--- config.mk ---
export PLATFORM = sky130hd
export DESIGN_NAME = nand_cycle_sequencer_flat
export DESIGN_NICKNAME = d
export VERILOG_FILES = /design/src/rtl/nand_req_if.sv /design/src/rtl/nand_cycle_sequencer.sv /design/src/flat_wrapper.sv
export SDC_FILE = /design/constraint.sdc
export NUM_CORES = 1
export LEC_CHECK = 0
export CAP_MARGIN = 30
export CORE_UTILIZATION = 61
export DETAILED_ROUTE_END_ITERATION = 8
export DONT_BUFFER_PORTS = 1
export PLACE_DENSITY = 0.88
export SLEW_MARGIN = 20
export SYNTH_ARGS = -nofsm -noshare
export SYNTH_HDL_FRONTEND = slang
export SYNTH_SLANG_ARGS = --single-unit
--- constraint.sdc ---
create_clock -name clk -period 8.9 [get_ports clk]
set_input_delay 1.78 -clock clk [delete_from_list [all_inputs] [get_ports clk]]
set_output_delay 1.78 -clock clk [all_outputs]
set_load 0.05 [all_outputs]
--- src/rtl/nand_req_if.sv ---
// Request handshake between an upstream NAND engine
// and the bus-cycle sequencer.
interface nand_req_if;
  logic        req_valid;
  logic        req_ready;
  logic        req_has_cmd0;
  logic [7:0]  req_cmd0;
  logic [2:0]  req_addr_cnt;
  logic [39:0] req_addr;
  logic        req_has_cmd1;
  logic [7:0]  req_cmd1;
  logic        req_wait_rb;

  modport master (
    output req_valid, req_has_cmd0, req_cmd0,
    output req_addr_cnt, req_addr,
    output req_has_cmd1, req_cmd1, req_wait_rb,
    input  req_ready
  );

  modport slave (
    input  req_valid, req_has_cmd0, req_cmd0,
    input  req_addr_cnt, req_addr,
    input  req_has_cmd1, req_cmd1, req_wait_rb,
    output req_ready
  );
endinterface

--- src/rtl/nand_cycle_sequencer.sv ---
// One NAND bus transaction: cmd0, 0-5 address bytes,
// cmd1, then optional tWB + ready/busy wait.
module nand_cycle_sequencer #(
  parameter int WE_LOW_CYC  = 2,
  parameter int WE_HIGH_CYC = 2,
  parameter int TWB_CYC     = 5,
  parameter int RB_TIMEOUT  = 65535
) (
  input  logic       clk,
  input  logic       reset,
  nand_req_if.slave  req,
  input  logic       rb_l,
  output logic       ce_l,
  output logic       cle,
  output logic       ale,
  output logic       we_l,
  output logic [7:0] io_out,
  output logic       io_oe,
  output logic       done,
  output logic       timeout
);

  typedef enum logic [2:0] {
    IDLE, CMD0, ADDR, CMD1, TWB, WAIT_RB, DONE
  } state_t;

  localparam logic [15:0] WE_LOW  = 16'(WE_LOW_CYC);
  localparam logic [15:0] PH_LAST =
    16'(WE_LOW_CYC + WE_HIGH_CYC - 1);
  localparam logic [15:0] TWB_LAST = 16'(TWB_CYC - 1);
  localparam logic [15:0] RB_LAST  = 16'(RB_TIMEOUT - 1);

  state_t      state_q, state_n;
  logic [15:0] cnt_q, cnt_n;
  logic [2:0]  idx_q, idx_n;
  logic        has1_q, wrb_q;
  logic [7:0]  cmd0_q, cmd1_q;
  logic [39:0] addr_q;
  logic [2:0]  acnt_q;
  logic        rb_s1, rb_s2;
  logic        ready_q;

  logic        accept, restart, to_set, ph_end;
  logic        has1_f, wrb_f;
  logic [7:0]  cmd0_f, cmd1_f;
  logic [39:0] addr_f, sh;
  logic [2:0]  acnt_in, acnt_f;
  state_t      post_s, after_addr, after_cmd0;
  logic        byte_st;
  logic [7:0]  byte_v;
  logic        to_n;

  assign req.req_ready = ready_q;

  // Fields seen this cycle: live bus on acceptance, latched copy after.
  always_comb begin
    accept  = (state_q == IDLE) && req.req_valid;
    acnt_in = (req.req_addr_cnt > 3'd5) ? 3'd5
                                        : req.req_addr_cnt;
    has1_f  = accept ? req.req_has_cmd1 : has1_q;
    wrb_f   = accept ? req.req_wait_rb  : wrb_q;
    cmd0_f  = accept ? req.req_cmd0     : cmd0_q;
    cmd1_f  = accept ? req.req_cmd1     : cmd1_q;
    addr_f  = accept ? req.req_addr     : addr_q;
    acnt_f  = accept ? acnt_in          : acnt_q;
  end

  always_comb begin
    post_s     = wrb_f ? TWB : DONE;
    after_addr = has1_f ? CMD1 : post_s;
    after_cmd0 = (acnt_f != 3'd0) ? ADDR : after_addr;
    ph_end     = (cnt_q == PH_LAST);
    state_n    = state_q;
    idx_n      = idx_q;
    restart    = 1'b0;
    to_set     = 1'b0;
    unique case (state_q)
      IDLE: begin
        idx_n = 3'd0;
        if (accept)
          state_n = req.req_has_cmd0 ? CMD0 : after_cmd0;
      end
      CMD0:
        if (ph_end) state_n = after_cmd0;
      ADDR:
        if (ph_end) begin
          if (idx_q == acnt_f - 3'd1) begin
            state_n = after_addr;
          end else begin
            idx_n   = idx_q + 3'd1;
            restart = 1'b1;
          end
        end
      CMD1:
        if (ph_end) state_n = post_s;
      TWB:
        if (cnt_q == TWB_LAST) state_n = WAIT_RB;
      WAIT_RB:
        if (rb_s2) begin
          state_n = DONE;
        end else if (cnt_q == RB_LAST) begin
          state_n = DONE;
          to_set  = 1'b1;
        end
      DONE:
        state_n = IDLE;
      default:
        state_n = IDLE;
    endcase
    if (state_n != state_q || restart || state_q == IDLE)
      cnt_n = 16'd0;
    else
      cnt_n = cnt_q + 16'd1;
  end

  // Pin values are derived from the next state so they register cleanly.
  always_comb begin
    byte_st = state_n inside {CMD0, ADDR, CMD1};
    sh      = addr_f >> {idx_n, 3'b000};
    byte_v  = 8'h00;
    unique case (1'b1)
      state_n == CMD0: byte_v = cmd0_f;
      state_n == ADDR: byte_v = sh[7:0];
      state_n == CMD1: byte_v = cmd1_f;
      default:         byte_v = 8'h00;
    endcase
    if (accept)      to_n = 1'b0;
    else if (to_set) to_n = 1'b1;
    else             to_n = timeout;
  end

  always_ff @(posedge clk or posedge reset) begin
    if (reset) begin
      state_q <= IDLE;
      cnt_q   <= 16'd0;
      idx_q   <= 3'd0;
      has1_q  <= 1'b0;
      wrb_q   <= 1'b0;
      cmd0_q  <= 8'h00;
      cmd1_q  <= 8'h00;
      addr_q  <= 40'd0;
      acnt_q  <= 3'd0;
      rb_s1   <= 1'b1;
      rb_s2   <= 1'b1;
      ready_q <= 1'b1;
      ce_l    <= 1'b1;
      cle     <= 1'b0;
      ale     <= 1'b0;
      we_l    <= 1'b1;
      io_out  <= 8'h00;
      io_oe   <= 1'b0;
      done    <= 1'b0;
      timeout <= 1'b0;
    end else begin
      state_q <= state_n;
      cnt_q   <= cnt_n;
      idx_q   <= idx_n;
      has1_q  <= has1_f;
      wrb_q   <= wrb_f;
      cmd0_q  <= cmd0_f;
      cmd1_q  <= cmd1_f;
      addr_q  <= addr_f;
      acnt_q  <= acnt_f;
      rb_s1   <= rb_l;
      rb_s2   <= rb_s1;
      ready_q <= (state_n == IDLE);
      ce_l    <= (state_n == IDLE);
      cle     <= (state_n == CMD0) || (state_n == CMD1);
      ale     <= (state_n == ADDR);
      we_l    <= !(byte_st && (cnt_n < WE_LOW));
      io_out  <= byte_v;
      io_oe   <= byte_st;
      done    <= (state_n == DONE);
      timeout <= to_n;
    end
  end

endmodule

--- src/flat_wrapper.sv ---
// flat-port wrapper written by rule: the top's interface ports become plain ports
module nand_cycle_sequencer_flat 
#(
  parameter int WE_LOW_CYC  = 2,
  parameter int WE_HIGH_CYC = 2,
  parameter int TWB_CYC     = 5,
  parameter int RB_TIMEOUT  = 65535
)
  (clk, reset, rb_l, ce_l, cle, ale, we_l, io_out, io_oe, done, timeout, req_req_valid, req_req_has_cmd0, req_req_cmd0, req_req_addr_cnt, req_req_addr, req_req_has_cmd1, req_req_cmd1, req_req_wait_rb, req_req_ready);
  nand_req_if req_i ();
  input  logic clk;
  input  logic reset;
  input  logic rb_l;
  output logic ce_l;
  output logic cle;
  output logic ale;
  output logic we_l;
  output logic [7:0] io_out;
  output logic io_oe;
  output logic done;
  output logic timeout;
  input wire logic [$bits(req_i.req_valid)-1:0] req_req_valid;
  input wire logic [$bits(req_i.req_has_cmd0)-1:0] req_req_has_cmd0;
  input wire logic [$bits(req_i.req_cmd0)-1:0] req_req_cmd0;
  input wire logic [$bits(req_i.req_addr_cnt)-1:0] req_req_addr_cnt;
  input wire logic [$bits(req_i.req_addr)-1:0] req_req_addr;
  input wire logic [$bits(req_i.req_has_cmd1)-1:0] req_req_has_cmd1;
  input wire logic [$bits(req_i.req_cmd1)-1:0] req_req_cmd1;
  input wire logic [$bits(req_i.req_wait_rb)-1:0] req_req_wait_rb;
  output wire logic [$bits(req_i.req_ready)-1:0] req_req_ready;
  assign req_i.req_valid = req_req_valid;
  assign req_i.req_has_cmd0 = req_req_has_cmd0;
  assign req_i.req_cmd0 = req_req_cmd0;
  assign req_i.req_addr_cnt = req_req_addr_cnt;
  assign req_i.req_addr = req_req_addr;
  assign req_i.req_has_cmd1 = req_req_has_cmd1;
  assign req_i.req_cmd1 = req_req_cmd1;
  assign req_i.req_wait_rb = req_req_wait_rb;
  assign req_req_ready = req_i.req_ready;
  nand_cycle_sequencer #(.WE_LOW_CYC(WE_LOW_CYC), .WE_HIGH_CYC(WE_HIGH_CYC), .TWB_CYC(TWB_CYC), .RB_TIMEOUT(RB_TIMEOUT)) u_core (.clk(clk), .reset(reset), .req(req_i), .rb_l(rb_l), .ce_l(ce_l), .cle(cle), .ale(ale), .we_l(we_l), .io_out(io_out), .io_oe(io_oe), .done(done), .timeout(timeout));
endmodule
==> metrics.txt, run 1 <==
# TYPE chip_impl_metric gauge
chip_impl_metric{name="drt_first_iter_violations",unit=""} 284
chip_impl_metric{name="max_cap_violations",unit=""} 0
chip_impl_info{name="synth_common_cells",value="180 x nand2_1, 96 x dfrtp_1, 28 x nor2_1"} 1
chip_impl_metric{name="grt_first_pass_wirelength",unit="mm"} 19.2
chip_impl_metric{name="synth_warnings",unit=""} 0
chip_impl_metric{name="groute.usage.overall",unit="%"} 29.2
chip_impl_metric{name="ys_seq_area_share",unit="%"} 49.2
chip_impl_metric{name="synth.net_count",unit=""} 636
chip_impl_metric{name="die-area",unit="µm²"} 8720
chip_impl_metric{name="drc",unit=""} 0
chip_impl_metric{name="nets",unit=""} 616
chip_impl_metric{name="std_cell_rows",unit=""} 32
chip_impl_info{name="synthDominantAreaCellType",value="dfrtp_1"} 1
chip_impl_metric{name="holdPathStages",unit=""} 0
chip_impl_metric{name="netlist-cell-type-count",unit=""} 56
chip_impl_metric{name="ant_diodes",unit=""} 0
chip_impl_info{name="critical_path_class",value="primary input to flip-flop"} 1
chip_impl_metric{name="power.ir.vdd_worst",unit="mV"} 0.193
chip_impl_metric{name="synth_enable_flop_cells",unit=""} 0
chip_impl_info{name="status",value="finished, final reports clean"} 1
chip_impl_info{name="ys.flop_type",value="dfrtp_1"} 1
chip_impl_metric{name="worst-path-max-fanout",unit=""} 63
chip_impl_metric{name="syn_area_per_cell",unit="µm²"} 9.02
chip_impl_metric{name="skew_pair_late_insertion_delay",unit="ns"} 0.38
chip_impl_info{name="synth_most_common_cell",value="nand2_1"} 1
chip_impl_metric{name="portBuffers",unit=""} 0
chip_impl_metric{name="die_height",unit="µm"} 93.4
chip_impl_metric{name="final.min_clock_period",unit="ns"} 5.40
chip_impl_metric{name="slew-limit-headroom",unit="%"} 46.7
chip_impl_metric{name="vias_per_cell",unit=""} 6.13
chip_impl_metric{name="static-leakage-power",unit="nW"} 2.53
chip_impl_metric{name="final_slew_viol_count",unit=""} 0
chip_impl_metric{name="synthToLayoutAreaGrowth",unit="%"} 4.22
chip_impl_info{name="rsz0062_at_grt",value="false"} 1
chip_impl_metric{name="worstMarginPinSlew",unit="ns"} 0.799
chip_impl_info{name="tritoncts_clock_tree",value="done"} 1
chip_impl_metric{name="die_w",unit="µm"} 93.4
chip_impl_metric{name="timing.critical_path.required",unit="ns"} 9.15
chip_impl_metric{name="cts_hold_buf",unit=""} 0
chip_impl_metric{name="ioPinCount",unit=""} 82
chip_impl_metric{name="clkSlewWorstSetupHoldPaths",unit="ns"} 0.10
chip_impl_info{name="element_type_at_the_critical_path_end",value="flip-flop"} 1
chip_impl_metric{name="post-dp-hpwl",unit="mm"} 8.41
chip_impl_metric{name="ys_async_sr_fraction",unit="%"} 100
chip_impl_metric{name="arrival_time_of_data_at_the_critical_path_endpoint",unit="ns"} 5.65
chip_impl_metric{name="initial_utilization",unit="%"} 64.6
chip_impl_metric{name="fin_setup_tns",unit="ns"} 0
chip_impl_info{name="cp-start-kind",value="primary input"} 1
chip_impl_metric{name="finalWeightedCongestion",unit=""} 0.895
chip_impl_metric{name="drt_pre_antenna_iters",unit=""} 5
chip_impl_metric{name="cts_made_buffers",unit=""} 9
chip_impl_metric{name="setup-violations-final",unit=""} 0
chip_impl_metric{name="final_hold_vios",unit=""} 0
chip_impl_metric{name="post_synth_instance_area",unit="µm²"} 5090
chip_impl_metric{name="ys_seq_elements",unit=""} 100
chip_impl_info{name="synthTopCellsByArea",value="dfrtp_1 47%, nand2_1 13%, mux2i_1 3.9%"} 1
chip_impl_metric{name="grt_pass1_vias",unit=""} 3863
chip_impl_metric{name="grt_max_degree",unit=""} 67
chip_impl_metric{name="wl",unit="mm"} 11.8
chip_impl_metric{name="gr-total-overflow",unit=""} 0
chip_impl_metric{name="cts-resized-gates",unit=""} 0
chip_impl_metric{name="final_min_period_over_clock_period",unit="%"} 60.6
chip_impl_metric{name="finalCoreUtilization",unit="%"} 67.3
chip_impl_metric{name="ant_nets",unit=""} 0
chip_impl_metric{name="post_dr_wirelength_cell",unit="µm"} 18.0
chip_impl_metric{name="cellPowerDensity",unit="nW/µm²"} 358
chip_impl_metric{name="core_area",unit="µm²"} 7890
chip_impl_metric{name="tritoncts_num_sinks",unit=""} 100
chip_impl_metric{name="fmax",unit="GHz"} 0.185
chip_impl_metric{name="via_count",unit=""} 3999
chip_impl_metric{name="number_of_setup_buffers_added_after_cts",unit=""} 0
chip_impl_metric{name="clock_path_buffers",unit=""} 2
chip_impl_metric{name="fin_skew",unit="ns"} 0.0177
chip_impl_metric{name="worst-r2r-cell-count",unit=""} 14
chip_impl_metric{name="synthCells",unit=""} 565
chip_impl_metric{name="h-tree-depth",unit=""} 3
chip_impl_info{name="worst_hold_path_type",value="flip-flop to flip-flop"} 1
chip_impl_metric{name="post_route_cells_drive_above_1_share",unit="%"} 7.82
chip_impl_metric{name="synth_top_cell_area_share",unit="%"} 47.2
chip_impl_info{name="cts-root-buf",value="clkbuf_8"} 1
chip_impl_metric{name="antenna_violations_before_repair",unit=""} 0
==> cell families (layout without fill, tap and decap cells) <==
kind of cell / after synthesis / count (layout) / synth area share (%)
AND/OR/NAND/NOR: 287 / 287 / 25.4
adder cells (fa/ha/maj): 5 / 5 / 1.23
flip-flops: 100 / 100 / 49.2
AO/OA/AOI/OAI: 64 / 64 / 9.75
XOR/XNOR: 22 / 22 / 3.78
buffers and inverters: 61 / 46 / 4.94
multiplexers: 26 / 26 / 5.70
==> path summary, 6_finish.rpt <==
path / from / endpoint / slack (ns)
hold reg to reg: u_core.rb_s1 / u_core.rb_s2 / 0.37
min in group asynchronous: reset / u_core.cnt_q[5] / 1.27
max in group asynchronous: reset / u_core.acnt_q[2] / 6.48
hold / removal: u_core.rb_s1 / u_core.rb_s2 / 0.37
setup / recovery: req_req_valid / u_core.io_out[7] / 3.50
setup reg to reg: u_core.state_q[1] / u_core.io_out[7] / 4.12
==> routing by layer <==
layer	global-route usage, %	wire length, µm	up-vias
li1	-	-	1859
met1	42.0	5180	1954
met2	43.6	5500	158
met4	11.2	267	0
met5	0	0	-
met3	6.02	815	28
==> state kept, by name (all words and copies together), names as in the netlist, 3 cells and up <==
name	flops
u_core.cmd0_q	8
u_core.addr_q	40
u_core.io_out	8
u_core.state_q	3
u_core.cnt_q	16
u_core.acnt_q	3
u_core.cmd1_q	8
u_core.idx_q	3
==> cell type report <==
type / count / area (µm²)
well taps: 102 / 128
inverters: 24 / 92.6
clock inverters: 7 / 70.1
flip-flops and latches: 100 / 2510
clock buffers: 9 / 124
multi-input cells: 404 / 2330
fillers: 621 / 2580
repair buffers: 6 / 52.6
==> worst max-delay path, stage by stage <==
cell and delay [ns]:
nor4b_4 0.16, buf_4 0.54, mux2i_1 0.38, inv_1 0.09
ha_1 0.31, xor2_1 0.18, nand2_1 0.08, mux2i_1 0.42
a31oi_1 0.19, nor2_1 0.56, buf_4 0.30, or3_1 0.32
o32a_1 0.23, o211ai_1 0.09
==> power breakdown <==
group	switching (mW)	leakage, nW	internal [mW]	total (mW)
clock network	0.173	0.100	0.109	0.283
logic	0.506	1.18	0.309	0.815
registers	0.172	1.25	0.632	0.804
total	0.852	2.53	1.05	1.90
==> stage by stage <==
stage                     hold WS [ns]  setup WS, ns  power, mW  std cells  area, µm²
final                            0.367          3.50       1.90        652       5310
after global placement           0.358          3.04       1.55        634       5090
after CTS                        0.371          3.54       1.90        652       5310
after floorplan                  0.345          3.72       1.40        565       5090
after global routing             0.377          3.18       2.03        652       5310
after detailed placement         0.358          3.10       1.62        636       5110
==> cell usage in the layout, fill, tap and decap left out, types with 3 or more instances in the layout <==
master | synthesis | layout
xor2_1 | 7 | 7
nand4_1 | 5 | 5
nor2_1 | 28 | 28
dfstp_2 | 4 | 4
a31oi_1 | 4 | 4
ha_1 | 5 | 5
xnor2_1 | 15 | 15
buf_4 | 1 | 5
mux2i_1 | 20 | 20
dfrtp_1 | 96 | 96
a211o_1 | 4 | 4
nand3b_1 | 4 | 4
and3_1 | 7 | 7
nor4_1 | 6 | 6
inv_1 | 22 | 21
o32a_1 | 8 | 8
and2_1 | 10 | 10
clkbuf_8 | 0 | 9
nor3_1 | 8 | 8
a21oi_1 | 8 | 8
o211ai_1 | 13 | 13
o2111ai_1 | 6 | 6
nor2b_1 | 3 | 3
nand3_1 | 21 | 21
nand2_1 | 180 | 180
mux2_2 | 4 | 4
o21ai_0 | 5 | 5
nor3b_1 | 3 | 3
Note: power is estimated with default switching activity, not from simulation.
==> run 2: changes to the inputs <==
==> constraint.sdc (replaced) <==
create_clock -name clk -period 5.2 [get_ports clk]
set_input_delay 1.04 -clock clk [delete_from_list [all_inputs] [get_ports clk]]
set_output_delay 1.04 -clock clk [all_outputs]
set_load 0.05 [all_outputs]
==> metrics.txt, run 2 (synthesized netlist as in run 1, its figures left out) <==
# TYPE chip_impl_metric gauge
chip_impl_info{name="status",value="finished, final reports clean"} 1
chip_impl_metric{name="largest_reg_flops",unit=""} 40
chip_impl_metric{name="hold_slack",unit="ns"} 0.361
chip_impl_metric{name="finalCoreUtilization",unit="%"} 67.4
chip_impl_metric{name="ant_diodes",unit=""} 0
chip_impl_metric{name="p_int",unit="mW"} 1.83
chip_impl_metric{name="nets",unit=""} 617
chip_impl_metric{name="wl",unit="mm"} 11.4
chip_impl_info{name="crit_slowest_cell",value="dfrtp_1"} 1
chip_impl_metric{name="fmax",unit="GHz"} 0.238
chip_impl_info{name="layout.cells.most_common_list",value="180 x nand2_1, 96 x dfrtp_1, 28 x nor2_1, 21 x inv_1, 21 x nand3_1"} 1
chip_impl_metric{name="placedInstanceArea",unit="µm²"} 5110
chip_impl_metric{name="worstMarginPinSlew",unit="ns"} 0.732
chip_impl_metric{name="h-tree-depth",unit=""} 3
chip_impl_metric{name="met2_wire_len",unit="mm"} 5.56
chip_impl_metric{name="antenna_violations_before_repair",unit=""} 0
chip_impl_info{name="registers.top_by_ff_count",value="u_core.addr_q"} 1
chip_impl_metric{name="core_area",unit="µm²"} 7890
chip_impl_metric{name="post_route_cells_drive_above_1_share",unit="%"} 7.80
chip_impl_metric{name="cts-resized-gates",unit=""} 0
chip_impl_metric{name="finalWeightedCongestion",unit=""} 0.954
chip_impl_info{name="route.top_layer_used",value="met4"} 1
chip_impl_metric{name="die-area",unit="µm²"} 8720
chip_impl_metric{name="power.ir.vdd_worst",unit="mV"} 0.307
chip_impl_metric{name="post_dr_wirelength_cell",unit="µm"} 17.5
chip_impl_metric{name="worst-path-max-fanout",unit=""} 29
chip_impl_metric{name="drt_pre_antenna_iters",unit=""} 5
chip_impl_info{name="layout_commonest_cell",value="nand2_1"} 1
chip_impl_metric{name="critical_path_depth",unit=""} 14
chip_impl_metric{name="ant_nets",unit=""} 0
chip_impl_metric{name="max_cap_violations",unit=""} 0
chip_impl_info{name="cts-root-buf",value="clkbuf_8"} 1
chip_impl_metric{name="netSwitchingPower",unit="mW"} 1.40
chip_impl_metric{name="synthToLayoutAreaGrowth",unit="%"} 4.32
chip_impl_metric{name="arrival_time_of_data_at_the_critical_path_endpoint",unit="ns"} 4.49
chip_impl_metric{name="swShare",unit="%"} 43.4
chip_impl_info{name="cell_with_the_most_instances_on_the_worst_path",value="buf_4"} 1
chip_impl_metric{name="dr_wl_met3",unit="µm"} 938
chip_impl_metric{name="clockPowerShare",unit="%"} 15.7
chip_impl_info{name="cp-start-kind",value="flip-flop"} 1
chip_impl_metric{name="number_of_setup_buffers_added_after_cts",unit=""} 0
chip_impl_metric{name="setup-violations-final",unit=""} 0
chip_impl_info{name="worst_hold_path_type",value="flip-flop to flip-flop"} 1
chip_impl_metric{name="gr-total-overflow",unit=""} 0
chip_impl_metric{name="slew-limit-headroom",unit="%"} 51.2
chip_impl_metric{name="critical_path_buf_inv_count",unit=""} 2
chip_impl_metric{name="drc",unit=""} 0
chip_impl_metric{name="via_count",unit=""} 3923
chip_impl_metric{name="groute.usage.overall",unit="%"} 28.1
chip_impl_info{name="critical_path_class",value="flip-flop to flip-flop"} 1
chip_impl_metric{name="fin_skew",unit="ns"} 0.0125
chip_impl_metric{name="timing.critical_path.required",unit="ns"} 5.48
chip_impl_metric{name="post_layout_nonfiller_instances",unit=""} 653
chip_impl_metric{name="cts_hold_buf",unit=""} 0
chip_impl_info{name="top_regs",value="u_core.addr_q (40), u_core.cnt_q (16)"} 1
chip_impl_metric{name="grt_pass1_vias",unit=""} 3794
chip_impl_metric{name="final_min_period_over_clock_period",unit="%"} 80.9
chip_impl_metric{name="cts_made_buffers",unit=""} 9
chip_impl_metric{name="static-leakage-power",unit="nW"} 2.53
chip_impl_metric{name="cellPowerDensity",unit="nW/µm²"} 608
chip_impl_metric{name="final.min_clock_period",unit="ns"} 4.21
chip_impl_metric{name="tritoncts_num_sinks",unit=""} 100
chip_impl_info{name="crit_path_max_delay_family",value="simple AND/OR/NAND/NOR gates"} 1
chip_impl_metric{name="ioPinCount",unit=""} 82
chip_impl_metric{name="portBuffers",unit=""} 0
chip_impl_metric{name="die_height",unit="µm"} 93.4
chip_impl_metric{name="vias_per_cell",unit=""} 6.01
chip_impl_metric{name="finish.instance_area",unit="µm²"} 5310
chip_impl_metric{name="pwr-share-comb",unit="%"} 41.8
chip_impl_metric{name="drt_first_iter_violations",unit=""} 352
chip_impl_metric{name="std_cell_rows",unit=""} 32
chip_impl_metric{name="grt_first_pass_wirelength",unit="mm"} 18.7
chip_impl_info{name="tritoncts_clock_tree",value="done"} 1
chip_impl_metric{name="power.sequential.fraction",unit="%"} 42.5
chip_impl_metric{name="clock_path_buffers",unit=""} 2
chip_impl_metric{name="met1Wirelength",unit="mm"} 4.76
chip_impl_info{name="worstPathCellList",value="nor4b_4, buf_4, nand3b_1, and2_1, ha_1, xor2_1, nand2b_1, mux2i_1, a31oi_1, nor2_1, buf_4, nor4_4, nand2_1, o211ai_1"} 1
chip_impl_metric{name="grt_max_degree",unit=""} 61
chip_impl_metric{name="skew_pair_late_insertion_delay",unit="ns"} 0.37
chip_impl_metric{name="layout.filler_cells",unit=""} 618
chip_impl_metric{name="initial_utilization",unit="%"} 64.6
chip_impl_metric{name="slowest_delay",unit="ns"} 0.60
chip_impl_metric{name="fin_setup_tns",unit="ns"} 0
chip_impl_metric{name="final_slew_viol_count",unit=""} 0
chip_impl_metric{name="dp_cells",unit=""} 637
chip_impl_info{name="element_type_at_the_critical_path_end",value="flip-flop"} 1
chip_impl_info{name="rsz0062_at_grt",value="false"} 1
chip_impl_metric{name="worst-r2r-cell-count",unit=""} 14
chip_impl_metric{name="die_w",unit="µm"} 93.4
chip_impl_metric{name="holdPathStages",unit=""} 0
chip_impl_metric{name="post-dp-hpwl",unit="mm"} 8.23
chip_impl_metric{name="final_hold_vios",unit=""} 0
chip_impl_metric{name="clkSlewWorstSetupHoldPaths",unit="ns"} 0.10
## run 2: changes by cell type in the layout (fill, tap and decap cells not counted), sizes merged
cell      change
bufinv        +1
clkbuf        +1
clkinv        -3
clkinvlp      +1
buf           +1
## run 2: layout make-up
cell class              instances  area [µm²]  area share (%)
flip-flops and latches        100        2510            47.2
multi-input cells             404        2330            43.9
clock buffers                  10         128            2.40
well taps                     102         128            2.40
inverters                      24        92.6            1.74
clock inverters                 6        71.3            1.34
repair buffers                  7        52.6           0.989
## run 2: power groups by stage
stage | Sequential, mW | Clock [mW] | Combinational, mW
after floorplan | 1.31 | 0 | 1.08
after global placement | 1.37 | 0 | 1.29
after detailed placement | 1.38 | 0 | 1.34
after CTS | 1.37 | 0.517 | 1.34
after global routing | 1.40 | 0.544 | 1.51
final | 1.37 | 0.509 | 1.35
## run 2: path summary, 6_finish.rpt
| path | from | end | slack, ns |
|---|---|---|---|
| worst min-delay path | u_core.rb_s1 | u_core.rb_s2 | 0.36 |
| min in group asynchronous | reset | u_core.addr_q[29] | 0.67 |
| max in group asynchronous | reset | u_core.cmd0_q[6] | 3.52 |
| worst max-delay path | u_core.state_q[1] | u_core.io_out[7] | 0.99 |
| worst max register to register | u_core.state_q[1] | u_core.io_out[7] | 0.99 |
| worst min register to register | u_core.rb_s1 | u_core.rb_s2 | 0.36 |
## run 2: stage by stage
step	setup WS (ns)	total power, mW
3_5_place_dp	0.765	2.72
2_1_floorplan	0.764	2.39
3_3_place_gp	0.864	2.66
6_report	0.993	3.23
5_1_grt	0.708	3.45
4_1_cts	1.06	3.23
## run 2: layer usage
metal / global-route usage (%) / vias up
li1: - / 1860
met1: 37.3 / 1886
met2: 45.1 / 157
met3: 7.56 / 20
met4: 9.23 / 0
met5: 0 / -
